==> src/rtl/nav_pkg.sv <==
// nav_pkg: shared definitions for the navigation button path.
// Contents:
//   nav_state_e   - repeat FSM state encoding (IDLE/FIRST/SLOW/FAST)
//   NAV_*         - default timing constants for a 50 MHz clock
//   cnt_width()   - counter width able to hold 0..max_val
//   max3()        - largest of three integers (used to size shared counters)
package nav_pkg;

  typedef enum logic [1:0] {
    ST_IDLE  = 2'd0,
    ST_FIRST = 2'd1,
    ST_SLOW  = 2'd2,
    ST_FAST  = 2'd3
  } nav_state_e;

  localparam int NAV_DEBOUNCE_CYC = 500_000;
  localparam int NAV_FIRST_DELAY  = 25_000_000;
  localparam int NAV_SLOW_PERIOD  = 2_500_000;
  localparam int NAV_FAST_PERIOD  = 500_000;
  localparam int NAV_ACCEL_STEPS  = 16;

  function automatic int cnt_width(input int max_val);
    return (max_val < 1) ? 1 : $clog2(max_val + 1);
  endfunction

  function automatic int max3(input int a, input int b, input int c);
    int m;
    m = (a > b) ? a : b;
    return (m > c) ? m : c;
  endfunction

endpackage

==> src/rtl/nav_debounce.sv <==
// nav_debounce: 2-FF synchroniser plus debounce counter for one raw button.
// Ports:
//   i_clk    - system clock
//   i_rst_n  - asynchronous active-low reset
//   i_btn    - raw asynchronous button level
//   o_level  - debounced, registered button level
// A new level is accepted only after the synchronised input has differed
// from o_level for DEBOUNCE_CYC consecutive cycles.
module nav_debounce
  import nav_pkg::*;
#(
  parameter int DEBOUNCE_CYC = NAV_DEBOUNCE_CYC
) (
  input  logic i_clk,
  input  logic i_rst_n,
  input  logic i_btn,
  output logic o_level
);

  localparam int CNT_W = cnt_width(DEBOUNCE_CYC);
  localparam logic [CNT_W-1:0] CNT_LAST = CNT_W'(DEBOUNCE_CYC - 1);

  logic             r_sync1;
  logic             r_sync2;
  logic             r_level;
  logic [CNT_W-1:0] r_cnt;

  always_ff @(posedge i_clk or negedge i_rst_n) begin
    if (!i_rst_n) begin
      r_sync1 <= 1'b0;
      r_sync2 <= 1'b0;
      r_level <= 1'b0;
      r_cnt   <= '0;
    end else begin
      r_sync1 <= i_btn;
      r_sync2 <= r_sync1;
      if (r_sync2 == r_level) begin
        r_cnt <= '0;
      end else if (r_cnt == CNT_LAST) begin
        // this cycle is the DEBOUNCE_CYC-th consecutive differing sample
        r_level <= r_sync2;
        r_cnt   <= '0;
      end else begin
        r_cnt <= r_cnt + 1'b1;
      end
    end
  end

  assign o_level = r_level;

endmodule

==> src/rtl/nav_button_conditioner.sv <==
// nav_button_conditioner: debounces the four board buttons and produces the
// direction levels plus a one-cycle step strobe with hold auto-repeat and
// acceleration.
// Ports:
//   clk_in, rst_n                          - clock, async active-low reset
//   BTN_EAST/WEST/NORTH/SOUTH              - raw active-high buttons
//   dir_east/west/north/south              - debounced button levels
//   move_tick                              - one-cycle step strobe
//   repeat_fast                            - high while in the fast repeat phase
// The strobe is registered, so it appears the cycle after the pattern
// change and dir_* are already stable while it is high.
module nav_button_conditioner
  import nav_pkg::*;
#(
  parameter int DEBOUNCE_CYC = NAV_DEBOUNCE_CYC,
  parameter int FIRST_DELAY  = NAV_FIRST_DELAY,
  parameter int SLOW_PERIOD  = NAV_SLOW_PERIOD,
  parameter int FAST_PERIOD  = NAV_FAST_PERIOD,
  parameter int ACCEL_STEPS  = NAV_ACCEL_STEPS
) (
  input  logic clk_in,
  input  logic rst_n,
  input  logic BTN_EAST,
  input  logic BTN_WEST,
  input  logic BTN_NORTH,
  input  logic BTN_SOUTH,
  output logic dir_east,
  output logic dir_west,
  output logic dir_north,
  output logic dir_south,
  output logic move_tick,
  output logic repeat_fast
);

  localparam int INT_W = cnt_width(max3(FIRST_DELAY, SLOW_PERIOD, FAST_PERIOD));
  localparam int REP_W = cnt_width(ACCEL_STEPS);
  localparam logic [INT_W-1:0] FIRST_LAST = INT_W'(FIRST_DELAY - 1);
  localparam logic [INT_W-1:0] SLOW_LAST  = INT_W'(SLOW_PERIOD - 1);
  localparam logic [INT_W-1:0] FAST_LAST  = INT_W'(FAST_PERIOD - 1);
  localparam logic [INT_W-1:0] INT_SAT    = '1;
  localparam logic [REP_W-1:0] REP_LAST   = REP_W'(ACCEL_STEPS - 1);
  localparam logic [REP_W-1:0] REP_SAT    = REP_W'(ACCEL_STEPS);

  logic [3:0]       w_btn;
  logic [3:0]       w_pat;
  logic [3:0]       r_pat_q;
  nav_state_e       r_state;
  nav_state_e       w_state_nxt;
  logic [INT_W-1:0] r_int_cnt;
  logic [REP_W-1:0] r_rep_cnt;
  logic             r_move_tick;
  logic             r_pend;
  logic             w_tick;
  logic             w_pend_nxt;
  logic             w_int_clr;
  logic             w_rep_clr;
  logic             w_rep_inc;
  logic             w_chg;

  assign w_btn = {BTN_EAST, BTN_WEST, BTN_NORTH, BTN_SOUTH};

  for (genvar g = 0; g < 4; g++) begin : g_db
    nav_debounce #(
      .DEBOUNCE_CYC(DEBOUNCE_CYC)
    ) u_db (
      .i_clk  (clk_in),
      .i_rst_n(rst_n),
      .i_btn  (w_btn[g]),
      .o_level(w_pat[g])
    );
  end

  // State register
  always_ff @(posedge clk_in or negedge rst_n) begin
    if (!rst_n) begin
      r_state <= ST_IDLE;
    end else begin
      r_state <= w_state_nxt;
    end
  end

  // Next-state and counter control
  always_comb begin
    w_state_nxt = r_state;
    w_tick      = 1'b0;
    w_pend_nxt  = 1'b0;
    w_int_clr   = 1'b0;
    w_rep_clr   = 1'b0;
    w_rep_inc   = 1'b0;
    // r_pend carries a pattern change that landed right after a tick
    w_chg       = (w_pat != r_pat_q) || r_pend;
    if (w_pat == 4'b0000) begin
      // release beats a coinciding interval expiry
      w_state_nxt = ST_IDLE;
      w_int_clr   = 1'b1;
      w_rep_clr   = 1'b1;
    end else if (w_chg) begin
      w_state_nxt = ST_FIRST;
      w_int_clr   = 1'b1;
      w_rep_clr   = 1'b1;
      // a tick went out this cycle: defer by one so strobes never abut
      if (r_move_tick) w_pend_nxt = 1'b1;
      else             w_tick     = 1'b1;
    end else begin
      unique case (r_state)
        ST_IDLE: w_int_clr = 1'b1;
        ST_FIRST: begin
          if (r_int_cnt == FIRST_LAST) begin
            w_tick      = 1'b1;
            w_int_clr   = 1'b1;
            w_rep_clr   = 1'b1;
            w_state_nxt = ST_SLOW;
          end
        end
        ST_SLOW: begin
          if (r_int_cnt == SLOW_LAST) begin
            w_tick    = 1'b1;
            w_int_clr = 1'b1;
            w_rep_inc = 1'b1;
            if (r_rep_cnt == REP_LAST) w_state_nxt = ST_FAST;
          end
        end
        ST_FAST: begin
          if (r_int_cnt == FAST_LAST) begin
            w_tick    = 1'b1;
            w_int_clr = 1'b1;
          end
        end
        default: w_state_nxt = ST_IDLE;
      endcase
    end
  end

  always_ff @(posedge clk_in or negedge rst_n) begin
    if (!rst_n) begin
      r_int_cnt   <= '0;
      r_rep_cnt   <= '0;
      r_pat_q     <= 4'b0000;
      r_move_tick <= 1'b0;
      r_pend      <= 1'b0;
    end else begin
      r_pat_q     <= w_pat;
      r_move_tick <= w_tick;
      r_pend      <= w_pend_nxt;
      if (w_int_clr)                  r_int_cnt <= '0;
      else if (r_int_cnt != INT_SAT)  r_int_cnt <= r_int_cnt + 1'b1;
      if (w_rep_clr)                  r_rep_cnt <= '0;
      else if (w_rep_inc && (r_rep_cnt != REP_SAT)) r_rep_cnt <= r_rep_cnt + 1'b1;
    end
  end

  // Outputs
  always_comb begin
    dir_east    = w_pat[3];
    dir_west    = w_pat[2];
    dir_north   = w_pat[1];
    dir_south   = w_pat[0];
    move_tick   = r_move_tick;
    repeat_fast = (r_state == ST_FAST);
  end

endmodule

==> config.mk <==
export PLATFORM = sky130hd
export DESIGN_NAME = nav_button_conditioner
export DESIGN_NICKNAME = d
export VERILOG_FILES = /design/src/rtl/nav_pkg.sv /design/src/rtl/nav_debounce.sv /design/src/rtl/nav_button_conditioner.sv
export SDC_FILE = /design/constraint.sdc
export NUM_CORES = 1
export LEC_CHECK = 0
export ABC_AREA = 1
export CAP_MARGIN = 15
export CORE_UTILIZATION = 50
export CTS_CLUSTER_SIZE = 24
export DETAILED_ROUTE_END_ITERATION = 12
export PLACE_DENSITY = 0.74
export SLEW_MARGIN = 20
export SYNTH_ARGS = -nofsm -noshare
export SYNTH_HDL_FRONTEND = slang
export SYNTH_SLANG_ARGS = --single-unit
==> constraint.sdc <==
create_clock -name clk_in -period 2.68 [get_ports clk_in]
set_input_delay 0.268 -clock clk_in [delete_from_list [all_inputs] [get_ports clk_in]]
set_output_delay 0.268 -clock clk_in [all_outputs]
set_load 0.005 [all_outputs]
Word level (Yosys, flattened, before mapping)
Index checks and enable logic that the tools add are counted.

Equal/unequal tests: 21. $add $sub $neg: 6. Multiplexer cells: 37. Bitwise gates (word level): 4. Reduce and logical (&&, ||, !) cells: 12.

Operators by type and width (number): 19-bit 2-to-1 mux (8); 19-bit by 1-bit adder with 19-bit output, second input constant (4); 19-bit == test, second input constant (4); 25-bit 2-to-1 mux (2); 25-bit by 1-bit adder with 25-bit output, second input constant (1); 25-bit by 19-bit == test with 1-bit output, second input constant (1); 25-bit by 22-bit == test with 1-bit output, second input constant (1); 25-bit == test, second input constant (1); 25-bit inequality test, second input constant (1); 1-bit 2-to-1 mux (17); 4-bit inequality test, second input constant (3); 2-bit 2-to-1 mux (5); 5-bit 2-to-1 mux (2); 2-bit AND reduction (4); 5-bit by 1-bit adder with 5-bit output, second input constant (1); 5-bit by 4-bit == test with 1-bit output, second input constant (1); 5-bit inequality test, second input constant (1); 1-bit == test (4); 2-bit == test, second input constant (2); 4-bit zero test (1); 4-bit inequality test (1); 1-bit NOT (4); 1-bit one-hot mux with 4 select lines (1); 2-bit one-hot mux with 2 select lines (1); other kinds (8) (9).

Flip-flop bits (word level): 126. Output and inout port bits: 6.

Longest topological paths before layout
Word-level depth: 8. Mapped depth: 11.

Hierarchy
From an unflattened synthesis, not the netlist that was laid out.

Cells, all modules: 950. Area total of the unflattened synthesis: 7226.9 um2.

By module, submodules not included: nav_debounce (sequential area each 550.5 um2, cells an instance 147, instances 4, area an instance 1191.1 um2); nav_button_conditioner (sequential area each 950.9 um2, cells an instance 362, instances 1, area an instance 2462.4 um2).

Worst setup path before layout
Ideal clock, no wire load.

Path kind: register -> register. Start: register r_int_cnt[0]. End: register r_int_cnt[10]. Arrival: 1596 ps. Path slack: 967 ps. Setup time: 116 ps. Data required time: 2564 ps. Stages on the path, launching flop included: 12. Cell sequence: dfrtp_1 > ha_1 > nand2_4 > nor2_8 > nand3_2 > nor2_2 > nand3_2 > nand3_2 > nor2_8 > nand2_8 > buf_12 > nand2_2.

Word-level cells in the longest chain between the ends: 6. Elaborated cells on any way between the ends: 14.

RTL lines: start: declaration (RTL line nav_button_conditioner.sv:49) `logic [INT_W-1:0] r_int_cnt;`; start signal: assignment (RTL line nav_button_conditioner.sv:146) `else if (r_int_cnt != INT_SAT) r_int_cnt <= r_int_cnt + 1'b1;`; branches (longest 6 deep; another with 25-bit by 1-bit adder with 25-bit output).

Several ways; the timed one is not identified. The select of a mux whose other input is x is not followed. A chain may end at the register's enable or synchronous reset.

Worst setup path in the final report
Start: register r_int_cnt[0]. End: register r_int_cnt[23].

Same word-level chain as after synthesis.

==> impl_metrics.yaml <==
cts:
  clk_pin_slew_ps: 60
  cts_made_buffers: 17
  clock_path_buffers: 2
  worstSkewPairLatency_ps: 420
  clkSinkCount: 126
  cts.repair.resized: 0
  htreeDepth: 4
  cts_tree: "yes"
  cts_root_buf: "clkbuf_16"
  cts_setup_buffers: 0
floorplan:
  die_w_um: 122
  initial_utilization_pct: 51.8
  die_h_um: 122
  rows: 43
  io_pins: 12
  fp.coreArea_mm2: 0.0140
  die-area_mm2: 0.0150
layout:
  finalNetCount: 1008
  n_antenna_cell: 0
  final_cell_count_no_fill: 1183
  drive_above_1_share_pct: 9.27
  syn2layout_area_growth_pct: 12.9
  fillers: 1261
worst_setup_path:
  cp_data_arrival_time_ps: 2410
  startpoint_type: "flip-flop"
  crit_path_max_incr_delay_ps: 440
  path_cells: "ha_1 -> nand2_4 -> inv_1 -> nand2_1 -> nor2_2 -> nand4_1 -> nand2_4 -> nor2_8 -> nand2_8 -> nand2_1"
  path_max_fanout: 24
  critPathKind: "reg -> reg"
  slowest_stage: "dfrtp_1"
  r2r_setup_slack_ps: 610
  critPathRequiredTime_ps: 3020
  cp-end-kind: "flip-flop"
sta:
  fmax_mhz: 483
  fin_crit_ps: 2070
  tightest_slew_ps: 705
  setup_ws_ps: 611
  relSlewSlack_pct: 52.5
  finalHoldViolations: 0
  drv_slew: 0
  finalSetupViolCount: 0
  rsz0062_at_grt: "false"
  hold_slack_ps: 293
  fin_worst_skew_ps: 8.94
  fin_crit_sh_pct: 77.2
  tns_ps: 0
min_path:
  hold_path_class: "in -> reg"
grt:
  grt_pass1_vias: 5812
  grt_pass1_wl_mm: 26.2
  grt_start_max_net_pins: 57
  antenna_found_initial: 0
  grtUsageTotal_pct: 22.2
  grt-ovfl-total: 0
pwr:
  powerDensity_mw_per_mm2: 543
  leakagePower_uw: 0.00370
  vdd_drop_max_uv: 393
yosys:
  async_flop_share_pct: 100
  postSynthCellCount: 963
  syn-num-nets: 981
  yosys.area.top_type_share_pct: 43.5
  synth-main-ff-cell: "dfrtp_1"
  synth-seq-cells: 126
  synth_area_leaders: "dfrtp_1 44%, nand2_1 11%, nor2_1 8.5%"
  syn_area_mm2: 0.00725
  yosysSeqAreaShare_pct: 43.5
  avgSynthCellArea_um2: 7.53
  ys_warn_count: 0
  synth.distinct_cells: 40
  synth_top_area_cell: "dfrtp_1"
  synth_edf_count: 0
route:
  first_iter_violations: 487
  wl_mm: 15.3
  wl_per_cell_um: 12.9
  via_per_inst: 5.17
  ant_nets: 0
  drt-pass1-iter-count: 6
  drc: 0
  vias: 6122
placed_design:
  dp_hpwl_mm: 10.9
  dpl_worst_slack_ps: 626
  place_inst: 1150
  io_buffers: 11
  gp_congestion: 0.985
status:
  outcome: "completed"
job:
  maxCapViolCount: 0
path summary, 6_finish.rpt:
check,start,end,cells past startpoint
min reg2reg,g_db[0].u_db.r_sync1,g_db[0].u_db.r_sync2,0
max reg2reg,r_int_cnt[0],r_int_cnt[23],10
min,BTN_SOUTH,g_db[0].u_db.r_sync1,1
max in group asynchronous,rst_n,r_int_cnt[9],3
max,r_int_cnt[0],r_int_cnt[23],10
min in group asynchronous,rst_n,g_db[1].u_db.r_cnt[13],2
stage by stage:
stage	total power [uW]	utilization (%)	instance area (um2)
CTS	4480	58.5	8180
global route	4580	58.5	8180
detailed placement	2080	54.0	7550
global placement	2080	54.0	7550
floorplan	2010	-	7250
finish	4440	58.5	8180
cell type report:
cell class | instances | area (um2) | share of cell area, %
inverter | 141 | 529 | 6.47
sequential | 126 | 3150 | 38.5
multi-input combinational | 690 | 3510 | 42.9
tap | 180 | 225 | 2.75
clock buffer | 20 | 457 | 5.58
timing repair buffer | 14 | 149 | 1.82
clock inverter | 12 | 159 | 1.94
logic make-up after synthesis:
family	Yosys count	share of synthesized area, %
adder cells (fa/ha/maj)	12	2.07
buffers and inverters	147	8.10
flip-flops	126	43.5
multiplexers	2	0.311
AND/OR/NAND/NOR	584	37.0
AO/OA/AOI/OAI	50	3.97
XOR/XNOR	42	5.08
what timing repair did:
item / in CTS / in global routing
setup endpoints to repair: 0 / 0
hold endpoints to repair: 41 / 0
hold buffers: 1 / 0
registers in the layout, summed over array words and instances, names as in the netlist:
register / cells
r_rep_cnt: 5
g_db.u_db.r_sync2: 4
g_db.u_db.o_level: 4
r_pat_q: 4
move_tick: 1
r_state: 2
r_pend: 1
r_int_cnt: 25
g_db.u_db.r_cnt: 76
g_db.u_db.r_sync1: 4
layout by cell type (no fill, tap or decap), types with 4 or more instances in the layout:
cell,count
nand2_1,219
nor2_1,164
inv_1,136
dfrtp_1,126
nand3_1,57
nor3_1,51
xor2_1,37
nand4_1,32
a21oi_1,25
clkbuf_16,17
nand2_2,14
nor2_2,13
ha_1,12
o21ai_0,11
clkdlybuf4s50_1,10
nor3b_1,9
a31o_2,5
nand3_2,5
xnor2_1,5
clkinvlp_4,5
or2_2,4
inv_2,4
a31oi_1,4
synthesized netlist by cell type, types with 4 or more instances:
cell / n
nor3_1: 51
nand2_1: 219
nor2_1: 164
a21oi_1: 25
or2_2: 4
xnor2_1: 5
ha_1: 12
a31o_2: 5
inv_2: 4
nand4_1: 32
nand3_2: 5
inv_1: 136
nand2_2: 14
o21ai_0: 11
nor2_2: 13
nor3b_1: 9
dfrtp_1: 126
a31oi_1: 4
xor2_1: 37
nand3_1: 57
where the power goes:
| part | leakage (uW) | internal, uW | switching, uW |
|---|---|---|---|
| Sequential | 0.00173 | 1920 | 17.8 |
| Combinational | 0.00168 | 28.6 | 75.9 |
| Clock | 0.000285 | 1520 | 878 |
| Total | 0.00370 | 3470 | 972 |
routing by layer:
layer | share of wire [%] | track usage [%] | vias up
li1 | - | - | 3111
met1 | 47 | 29.1 | 2834
met2 | 46 | 35.3 | 148
met3 | 5.4 | 6.09 | 29
met4 | 1.6 | 7.93 | 0
met5 | 0 | 0 | -
worst max-delay path: cells and delay by family, from the launching register on:
| kind | cells | cell delay [ps] |
|---|---|---|
| fa+ha+maj | 1 | 280 |
| buf+inv | 1 | 60 |
| flops | 1 | 440 |
| simple gates | 8 | 1190 |
Power figures use the tool's default switching activity.
